<file path="src/rtl/led_pkg.sv">
// Shared types and helpers for the LED blink arbiter: FSM state encoding,
// board clock constants and the fixed-priority one-hot picker.
package led_pkg;

    typedef enum logic [1:0] {
        ST_IDLE = 2'd0,
        ST_ON   = 2'd1,
        ST_OFF  = 2'd2,
        ST_GAP  = 2'd3
    } led_state_e;

    localparam int CLK_HZ         = 25000000;
    localparam int TICK_DIV_100MS = 2500000;

    // Requester vectors are zero-extended to this width; NREQ must not exceed it.
    localparam int PRIO_W = 32;

    // Isolates the lowest set bit: index 0 has the highest priority.
    function automatic logic [PRIO_W-1:0] prio_onehot(input logic [PRIO_W-1:0] v);
        return v & (~v + PRIO_W'(1));
    endfunction

endpackage

</file>
<file path="src/rtl/led_blink_arbiter_tick_gen.sv">
// Prescaler for the blink sequencer: divides clk into one-cycle ticks and can
// be restarted synchronously so a new sequence starts on an exact tick boundary.
module led_tick_gen #(
    parameter int TICK_DIV = 2500000
) (
    input  logic clk,
    input  logic rst_n,
    input  logic clear,
    output logic tick,
    output logic pre_tick
);

    localparam int CW = (TICK_DIV > 1) ? $clog2(TICK_DIV) : 1;
    localparam logic [CW-1:0] LAST = CW'(TICK_DIV - 1);
    localparam logic [CW-1:0] PRE  = CW'(TICK_DIV - 2);

    logic [CW-1:0] cnt;

    always_ff @(posedge clk or negedge rst_n) begin
        if (!rst_n) begin
            cnt <= '0;
        end else if (clear || (cnt == LAST)) begin
            cnt <= '0;
        end else begin
            cnt <= cnt + CW'(1);
        end
    end

    assign tick     = (cnt == LAST);
    // One cycle ahead of tick, so registered outputs can land on the tick cycle.
    assign pre_tick = (cnt == PRE);

endmodule

</file>
<file path="src/rtl/led_blink_arbiter.sv">
// Fixed-priority, non-preemptive arbiter that lets several status sources share
// one LED, each showing its code as N flashes followed by a dark gap.
module led_blink_arbiter
    import led_pkg::*;
#(
    parameter int TICK_DIV  = 2500000,
    parameter int NREQ      = 4,
    parameter int CODE_W    = 4,
    parameter int ON_TICKS  = 2,
    parameter int OFF_TICKS = 3,
    parameter int GAP_TICKS = 10
) (
    input  logic                     clk,
    input  logic                     rst_n,
    input  logic [NREQ-1:0]          req,
    input  logic [NREQ*CODE_W-1:0]   code,
    output logic                     led,
    output logic [NREQ-1:0]          grant,
    output logic                     busy,
    output logic                     done
);

    localparam int MAX_ON_OFF = (ON_TICKS > OFF_TICKS) ? ON_TICKS : OFF_TICKS;
    localparam int MAX_TICKS  = (MAX_ON_OFF > GAP_TICKS) ? MAX_ON_OFF : GAP_TICKS;
    localparam int PH_W       = $clog2(MAX_TICKS + 1);

    localparam logic [PH_W-1:0] ON_LAST  = PH_W'(ON_TICKS - 1);
    localparam logic [PH_W-1:0] OFF_LAST = PH_W'(OFF_TICKS - 1);
    localparam logic [PH_W-1:0] GAP_LAST = PH_W'(GAP_TICKS - 1);

    led_state_e          state, state_next;
    logic [PH_W-1:0]     phase, phase_d, phase_last;
    logic [CODE_W-1:0]   pulse, pulse_d;
    logic                led_d, busy_d, done_d;
    logic [NREQ-1:0]     grant_d;
    logic [NREQ-1:0]     valid, sel;
    logic [CODE_W-1:0]   sel_code;
    logic                start, tick, pre_tick, phase_end;

    // A zero code is treated as no request at all.
    always_comb begin
        valid = '0;
        for (int i = 0; i < NREQ; i++) begin
            valid[i] = req[i] && (code[i*CODE_W +: CODE_W] != '0);
        end
    end

    assign sel   = NREQ'(prio_onehot(PRIO_W'(valid)));
    assign start = (state == ST_IDLE) && (valid != '0);

    always_comb begin
        sel_code = '0;
        for (int i = 0; i < NREQ; i++) begin
            if (sel[i]) sel_code |= code[i*CODE_W +: CODE_W];
        end
    end

    led_tick_gen #(.TICK_DIV(TICK_DIV)) u_tick_gen (
        .clk      (clk),
        .rst_n    (rst_n),
        .clear    (start),
        .tick     (tick),
        .pre_tick (pre_tick)
    );

    always_comb begin
        case (state)
            ST_ON:   phase_last = ON_LAST;
            ST_OFF:  phase_last = OFF_LAST;
            ST_GAP:  phase_last = GAP_LAST;
            default: phase_last = '0;
        endcase
    end

    assign phase_end = tick && (phase == phase_last);

    always_ff @(posedge clk or negedge rst_n) begin
        if (!rst_n) begin
            state <= ST_IDLE;
            phase <= '0;
            pulse <= '0;
            led   <= 1'b0;
            grant <= '0;
            busy  <= 1'b0;
            done  <= 1'b0;
        end else begin
            state <= state_next;
            phase <= phase_d;
            pulse <= pulse_d;
            led   <= led_d;
            grant <= grant_d;
            busy  <= busy_d;
            done  <= done_d;
        end
    end

    always_comb begin
        state_next = state;
        case (state)
            ST_IDLE: if (start) state_next = ST_ON;
            ST_ON:   if (phase_end) state_next = ST_OFF;
            ST_OFF:  if (phase_end) state_next = (pulse != '0) ? ST_ON : ST_GAP;
            ST_GAP:  if (phase_end) state_next = ST_IDLE;
            default: state_next = ST_IDLE;
        endcase
    end

    always_comb begin
        phase_d = phase;
        pulse_d = pulse;
        led_d   = led;
        grant_d = grant;
        busy_d  = busy;
        done_d  = 1'b0;
        if ((state != ST_IDLE) && tick) begin
            phase_d = phase_end ? '0 : phase + PH_W'(1);
        end
        case (state)
            ST_IDLE: begin
                if (start) begin
                    pulse_d = sel_code;
                    grant_d = sel;
                    busy_d  = 1'b1;
                    led_d   = 1'b1;
                    phase_d = '0;
                end
            end
            ST_ON: begin
                if (phase_end) begin
                    pulse_d = pulse - CODE_W'(1);
                    led_d   = 1'b0;
                end
            end
            ST_OFF: begin
                if (phase_end) led_d = (pulse != '0);
            end
            ST_GAP: begin
                done_d = pre_tick && (phase == GAP_LAST);
                if (phase_end) begin
                    grant_d = '0;
                    busy_d  = 1'b0;
                end
            end
            default: ;
        endcase
    end

endmodule

</file>
<file path="config.mk">
export PLATFORM = sky130hd
export DESIGN_NAME = led_blink_arbiter
export DESIGN_NICKNAME = d
export VERILOG_FILES = /design/src/rtl/led_pkg.sv /design/src/rtl/led_blink_arbiter_tick_gen.sv /design/src/rtl/led_blink_arbiter.sv
export SDC_FILE = /design/constraint.sdc
export NUM_CORES = 1
export LEC_CHECK = 0
export CORE_ASPECT_RATIO = 2
export CORE_UTILIZATION = 25
export CTS_BUF_LIST = sky130_fd_sc_hd__clkbuf_16
export DETAILED_ROUTE_END_ITERATION = 6
export GPL_TIMING_DRIVEN = 0
export SYNTH_ARGS = -nofsm -noshare
export SYNTH_HDL_FRONTEND = slang
export SYNTH_SLANG_ARGS = --single-unit
</file>
<file path="constraint.sdc">
create_clock -name clk -period 2.34 [get_ports clk]
set_input_delay 0.468 -clock clk [delete_from_list [all_inputs] [get_ports clk]]
set_output_delay 0.468 -clock clk [all_outputs]
set_load 0.1 [all_outputs]
</file>
# Word-level counts from Yosys, hierarchy flattened
# Cells that the tools add are included.
[classes]
eq_ne = 11
add_sub_neg = 4
reduce_logical = 24
n_mux = 28
n_bitwise = 5
[op_table]
columns = ["cell", "n"]
rows = [
  ["$mux 4", 12],
  ["$eq 22x22->1 const B", 2],
  ["$reduce_bool 4->1", 6],
  ["$add 22x1->22 const B", 1],
  ["$mux 22", 1],
  ["$pmux 4 s2", 2],
  ["$or 4x4->4", 3],
  ["$pmux 4 s3", 1],
  ["$mux 2", 5],
  ["$add 4x1->4 const B", 2],
  ["$logic_and 1x1->1", 8],
  ["$pmux 2 s4", 1],
  ["$reduce_and 4->1", 2],
  ["$ne 2x2->1 const B", 3],
  ["$reduce_and 3->1", 2],
  ["$reduce_bool 2->1", 3],
  ["$and 4x4->4", 1],
  ["$eq 2x2->1 const B", 2],
  ["$eq 4x4->1", 1],
  ["$eq 4x4->1 const B", 1],
  ["$mux 1", 4],
  ["$not 4->4", 1],
  ["$sub 4x1->4 const B", 1],
  ["$pmux 1 s3", 1],
  ["6 further kinds", 6],
]
[totals]
reg_bits = 39
in_bits = 22
output_inout_bits = 7

# Longest topological paths before layout
[logic_depth]
word_depth = 14
depth_mapped = 7
ltp_nobuf = 6

# Hierarchy
# A second synthesis with hierarchy kept.
[unflattened]
hier_cells = 245
area_unflattened_um2 = 2323.5
[modules_own_cells]
columns = ["module", "cells_each", "seq_area_each_um2", "instances", "area_each_um2"]
rows = [
  ["led_tick_gen", 121, 550.5, 1, 1173.6],
  ["led_blink_arbiter", 124, 425.4, 1, 1149.9],
]

# Worst setup path after synthesis
# No wires, ideal clock.
[synth_timing]
kind = "in2reg"
startpoint = "in code[0]"
endpoint = "reg pulse[0]"
path_stages = 6
arrival_time_ns = 1.826
setup_slack_ns = 0.387
required_time_ns = 2.213
path_cell_list = "o41a_1 > buf_6 > nor2_2 > a311o_2 > and2_4 > mux2_1"
[synth_between]
elab_chain_len = 14
elab_cells_between_ends = 18
cone_classes = "add/sub: 1; eq/ne: 1; mux: 6; bitwise: 5; reduce/logical: 5"
[synth_rtl]
columns = ["item", "line_no", "text"]
rows = [
  ["from (decl)", "led_blink_arbiter.sv:16", "input logic [NREQ*CODE_W-1:0] code,"],
  ["$reduce_bool 4->1", "led_blink_arbiter.sv:44", "valid[i] = req[i] && (code[i*CODE_W +: CODE_W] != '0);"],
  ["$logic_and 1x1->1", "led_blink_arbiter.sv:44", ""],
  ["$not 4->4", "led_pkg.sv:20", "return v & (~v + PRIO_W'(1));"],
  ["$add 4x1->4", "led_pkg.sv:20", ""],
  ["$and 4x4->4", "led_pkg.sv:20", ""],
  ["$mux 4", "led_blink_arbiter.sv:54", "if (sel[i]) sel_code |= code[i*CODE_W +: CODE_W];"],
  ["$or 4x4->4", "led_blink_arbiter.sv:54", ""],
  ["$mux 4", "led_blink_arbiter.sv:54", ""],
  ["$or 4x4->4", "led_blink_arbiter.sv:54", ""],
  ["$mux 4", "led_blink_arbiter.sv:54", ""],
  ["$or 4x4->4", "led_blink_arbiter.sv:54", ""],
  ["$mux 4", "led_blink_arbiter.sv:54", ""],
  ["$mux 4", "led_blink_arbiter.sv:120", "if (start) begin"],
  ["$pmux 4 s2", "led_blink_arbiter.sv:118", "case (state)"],
  ["to (signal assigned)", "led_blink_arbiter.sv:89", "pulse <= pulse_d;"],
  ["to (decl)", "led_blink_arbiter.sv:33", "logic [CODE_W-1:0] pulse, pulse_d;"],
]
# Several ways; a longest one is shown, not always the timed one. The select of a mux whose other input is x is not followed.
# A chain may end at the register's enable or synchronous reset.

# Final worst setup path
[layout_timing]
startpoint = "in code[12]"
endpoint = "reg pulse[1]"
[layout_between]
elab_chain_len = 8
elab_cells_between_ends = 12
cone_classes = "add/sub: 1; eq/ne: 1; mux: 3; bitwise: 2; reduce/logical: 5"
[layout_rtl]
columns = ["item", "line_no"]
rows = [
  ["$reduce_bool 4->1 *", "led_blink_arbiter.sv:44"],
  ["$logic_and 1x1->1 *", "led_blink_arbiter.sv:44"],
  ["$not 4->4", "led_pkg.sv:20"],
  ["$add 4x1->4", "led_pkg.sv:20"],
  ["$and 4x4->4", "led_pkg.sv:20"],
  ["$mux 4", "led_blink_arbiter.sv:54"],
  ["$mux 4", "led_blink_arbiter.sv:120"],
  ["$pmux 4 s2", "led_blink_arbiter.sv:118"],
]
# Every way passes the cells marked *; elsewhere a longest branch is shown, timed or not. The select of a mux whose other input is x is not followed.

==> impl_results.html <==
<table>
<tr><th>Metric</th><th>Value</th></tr>
<tr><th colspan="2">Die</th></tr>
<tr><td>Initial Utilization</td><td>0.260</td></tr>
<tr><td>Floorplan die height</td><td>137 um</td></tr>
<tr><td>Horizontal die dimension</td><td>69.4 um</td></tr>
<tr><td>Total die area</td><td>0.00948 mm2</td></tr>
<tr><td>Io pins</td><td>29</td></tr>
<tr><td>Core footprint</td><td>0.00871 mm2</td></tr>
<tr><td>Count of standard-cell rows</td><td>48</td></tr>
<tr><th colspan="2">Logic synthesis</th></tr>
<tr><td>Post-synthesis register bit count</td><td>39</td></tr>
<tr><td>Post-synthesis cell type count</td><td>53</td></tr>
<tr><td>Post-synth design cell area</td><td>0.00227 mm2</td></tr>
<tr><td>EDFF count, synth</td><td>0</td></tr>
<tr><td>Library cell with the largest summed area after synthesis</td><td>dfrtp_1</td></tr>
<tr><td>Count of mapped cells out of synthesis</td><td>231</td></tr>
<tr><td>Post-synth net total</td><td>259</td></tr>
<tr><td>Sequential element share of the synthesized area</td><td>0.430</td></tr>
<tr><td>Synth warnings</td><td>0</td></tr>
<tr><td>Fraction of synthesis flops using an asynchronous set or reset pin</td><td>1.00</td></tr>
<tr><td>Cells taking the most area after synthesis</td><td>dfrtp_1, xnor2_1, nor2_1, ha_1, nand2_1</td></tr>
<tr><td>Post-synth top flop</td><td>dfrtp_1</td></tr>
<tr><td>Fraction of synthesized cell area taken by the top area cell type</td><td>0.430</td></tr>
<tr><td>Syn Area/Cell</td><td>9.82 um2</td></tr>
<tr><th colspan="2">GRT</th></tr>
<tr><td>Total global routing overflow</td><td>0</td></tr>
<tr><td>Total routing resource utilization after global routing</td><td>0.125</td></tr>
<tr><td>Pin count of the biggest net entering global routing</td><td>40</td></tr>
<tr><td>Vias in the first global route</td><td>2,027</td></tr>
<tr><td>First-pass GRT wire length</td><td>9450 um</td></tr>
<tr><td>Antenna violations before repair</td><td>0</td></tr>
<tr><th colspan="2">CTS</th></tr>
<tr><td>Hold-fix buffers at CTS</td><td>0</td></tr>
<tr><td>Resized cells post-CTS</td><td>0</td></tr>
<tr><td>Clock Latency Late Sink</td><td>280 ps</td></tr>
<tr><td>Clock root buffer</td><td>clkbuf_16</td></tr>
<tr><td>Sinks on the clock net</td><td>39</td></tr>
<tr><td>Clock H-tree levels</td><td>2</td></tr>
<tr><td>Inserted Clock Buffers</td><td>5</td></tr>
<tr><td>TritonCTS clock tree</td><td>done</td></tr>
<tr><td>Number of buffers on the longest clock path</td><td>2</td></tr>
<tr><td>Setup fix buffers added after clock tree synthesis</td><td>0</td></tr>
<tr><td>Reg clk slew, reported paths</td><td>60 ps</td></tr>
<tr><th colspan="2">Critical path</th></tr>
<tr><td>Required @ worst endpoint</td><td>2500 ps</td></tr>
<tr><td>Type of element capturing the critical path</td><td>flop</td></tr>
<tr><td>Number of logic stages on the critical path including buffering</td><td>5</td></tr>
<tr><td>Slowest stage delay, CP</td><td>670 ps</td></tr>
<tr><td>Launching point of the worst reg2reg path</td><td>state[0]$_DFFE_PN0P_</td></tr>
<tr><td>Kind of start point of the critical path</td><td>input pin</td></tr>
<tr><td>Worst Reg2Reg Path Length in Cells</td><td>5</td></tr>
<tr><td>R2r setup slk</td><td>320 ps</td></tr>
<tr><td>Critical path endpoint</td><td>pulse[1]$_DFFE_PN0P_</td></tr>
<tr><td>CP bufs+invs</td><td>1</td></tr>
<tr><td>Worst Path Arrival</td><td>2460 ps</td></tr>
<tr><td>List of cells traversed by the critical path</td><td>clkdlybuf4s50_1, o41ai_2, a311o_2, and2_4, mux2_1</td></tr>
<tr><td>Endpoint of the most critical register-to-register path</td><td>led$_DFFE_PN0P_</td></tr>
<tr><td>Critical path launch point</td><td>code[12]</td></tr>
<tr><td>CP top delay family</td><td>compound AO/OA/AOI/OAI gates</td></tr>
<tr><td>Type of the setup path with the least slack</td><td>input pin to flop</td></tr>
<tr><td>Maximum fanout along the worst path</td><td>6</td></tr>
<tr><td>Cell with the biggest individual delay on the critical path</td><td>o41ai_2</td></tr>
<tr><th colspan="2">Power and ir drop</th></tr>
<tr><td>Power Dens Cells</td><td>552 mW/mm2</td></tr>
<tr><td>Power after layout</td><td>1560 uW</td></tr>
<tr><td>Leakage</td><td>0.00113 uW</td></tr>
<tr><td>Worst supply voltage drop on vdd</td><td>294 uV</td></tr>
<tr><th colspan="2">STA</th></tr>
<tr><td>RSZ-0062 raised after global routing</td><td>no</td></tr>
<tr><td>Final max-slew violation count</td><td>0</td></tr>
<tr><td>Minimum clock period</td><td>2290 ps</td></tr>
<tr><td>Setup tns final</td><td>0 ps</td></tr>
<tr><td>Max-Slew Margin vs Limit</td><td>0.343</td></tr>
<tr><td>Number of failing setup endpoints in the final timing report</td><td>0</td></tr>
<tr><td>Maximum achievable frequency</td><td>436 MHz</td></tr>
<tr><td>Skew final</td><td>4.73 ps</td></tr>
<tr><td>Hold Fails Final Rpt</td><td>0</td></tr>
<tr><td>Worst setup margin</td><td>45.6 ps</td></tr>
<tr><td>Final Cycle Share</td><td>0.981</td></tr>
<tr><td>Worst Max-Slew Pin Slew</td><td>982 ps</td></tr>
<tr><th colspan="2">Routing</th></tr>
<tr><td>Via count normalized by instance count</td><td>5.05</td></tr>
<tr><td>Via count</td><td>1,854</td></tr>
<tr><td>ANT nets after route</td><td>0</td></tr>
<tr><td>Remaining design rule violation count</td><td>0</td></tr>
<tr><td>Routed Wire Length</td><td>5380 um</td></tr>
<tr><td>First drt pass iteration count</td><td>4</td></tr>
<tr><td>Number of violations reported at the end of detailed-routing iteration 0</td><td>52</td></tr>
<tr><td>Routed length per placed instance</td><td>14.6 um</td></tr>
<tr><th colspan="2">Finish</th></tr>
<tr><td>Diode insertion count for antenna repair</td><td>0</td></tr>
<tr><td>Most common cell after layout, fill and taps aside</td><td>dfrtp_1</td></tr>
<tr><td>Final Net Count</td><td>295</td></tr>
<tr><td>Core occupancy in the finished layout</td><td>0.324</td></tr>
<tr><td>Area growth from synthesis to final layout</td><td>24.4%</td></tr>
<tr><td>Most frequent cells in the layout</td><td>dfrtp_1, nor2_1, clkdlybuf4s50_1</td></tr>
<tr><td>Share of layout cells above drive strength 1</td><td>0.0936</td></tr>
<tr><th colspan="2">Outcome</th></tr>
<tr><td>Outcome</td><td>finished, final reports clean</td></tr>
<tr><th colspan="2">Place</th></tr>
<tr><td>Final estimated routing congestion in global placement</td><td>0.814</td></tr>
<tr><td>Buffers added on ports</td><td>28</td></tr>
<tr><td>Worst-case setup slack after placement</td><td>-234 ps</td></tr>
<tr><td>Detailed Place HPWL</td><td>4140 um</td></tr>
<tr><th colspan="2">Worst hold path</th></tr>
<tr><td>Hold crit path type</td><td>input pin to asynchronous set/reset pin</td></tr>
<tr><th colspan="2">Run</th></tr>
<tr><td>Maximum Capacitance Violations</td><td>0</td></tr>
</table>
## cell usage after synthesis, drive strengths merged (4+ instances only)
cell type,count
a21oi,6
buf,4
dfrtp,39
ha,6
inv,8
nand2,20
nand3,8
nand4,7
nor2,37
nor3,7
nor4,5
nor4b,6
xnor2,16
xor2,8
## through the flow
step / hold WS, ps / area (um2) / std cells
floorplan: 172 / 2270 / 231
global placement: 483 / 2670 / 359
detailed placement: 459 / 2690 / 360
CTS: 159 / 2820 / 367
global route: 170 / 2820 / 367
finish: 141 / 2820 / 367
## per-layer routing
metal / up-vias / share of wire / track usage / wire length, um
met5: - / 0 / 0 / 0
met4: 0 / 0.032 / 0.0646 / 170
met3: 12 / 0.030 / 0.0206 / 162
met2: 39 / 0.57 / 0.251 / 3060
met1: 891 / 0.37 / 0.117 / 1980
li1: 912 / - / - / -
## power by group
part,leakage (uW),switching (uW),internal (uW)
sequential,0.000500,45.4,713
clock,0.0000671,248,383
combinational,0.000565,81.0,87.9
total,0.00113,375,1180
## flip-flops by register name (all words and copies together), names as in the netlist
register and cells:
state 2, pulse 4, u_tick_gen.cnt 22, led 1
grant 4, done 1, phase 4, busy 1
## how the worst min path moves through the flow
| stage | startpoint | cells after the start | slack (ps) | endpoint |
|---|---|---|---|---|
| after CTS | rst_n | 2 | 160 | u_tick_gen.cnt[4]$_DFF_PN0_ |
| after global routing | rst_n | 2 | 170 | u_tick_gen.cnt[4]$_DFF_PN0_ |
| after global placement | busy$_DFFE_PN0P_ | 1 | 480 | busy$_DFFE_PN0P_ |
| final | rst_n | 2 | 140 | u_tick_gen.cnt[4]$_DFF_PN0_ |
| after detailed placement | rst_n | 2 | 460 | u_tick_gen.cnt[4]$_DFF_PN0_ |
| after floorplan | rst_n | 0 | 170 | busy$_DFFE_PN0P_ |
## cells by family after synthesis
family                     synth area share
xor gates and xnor gates             0.0927
muxes                               0.00993
adders and majority gates            0.0331
buffers and inverters                0.0281
AOI/OAI and AO/OA                     0.146
and+or+nand+nor                       0.260
DFF                                   0.430
## final cells by class
class                      count  area (um2)
timing repair buffer          29         295
buffer                         6        33.8
sequential                    39         976
multi-input combinational    178        1230
clock inverter                 2        8.76
fill                         901        5890
clock buffer                   5         125
inverter                       8        30.0
tap                          100         125
Power figures use the tool's default switching activity.
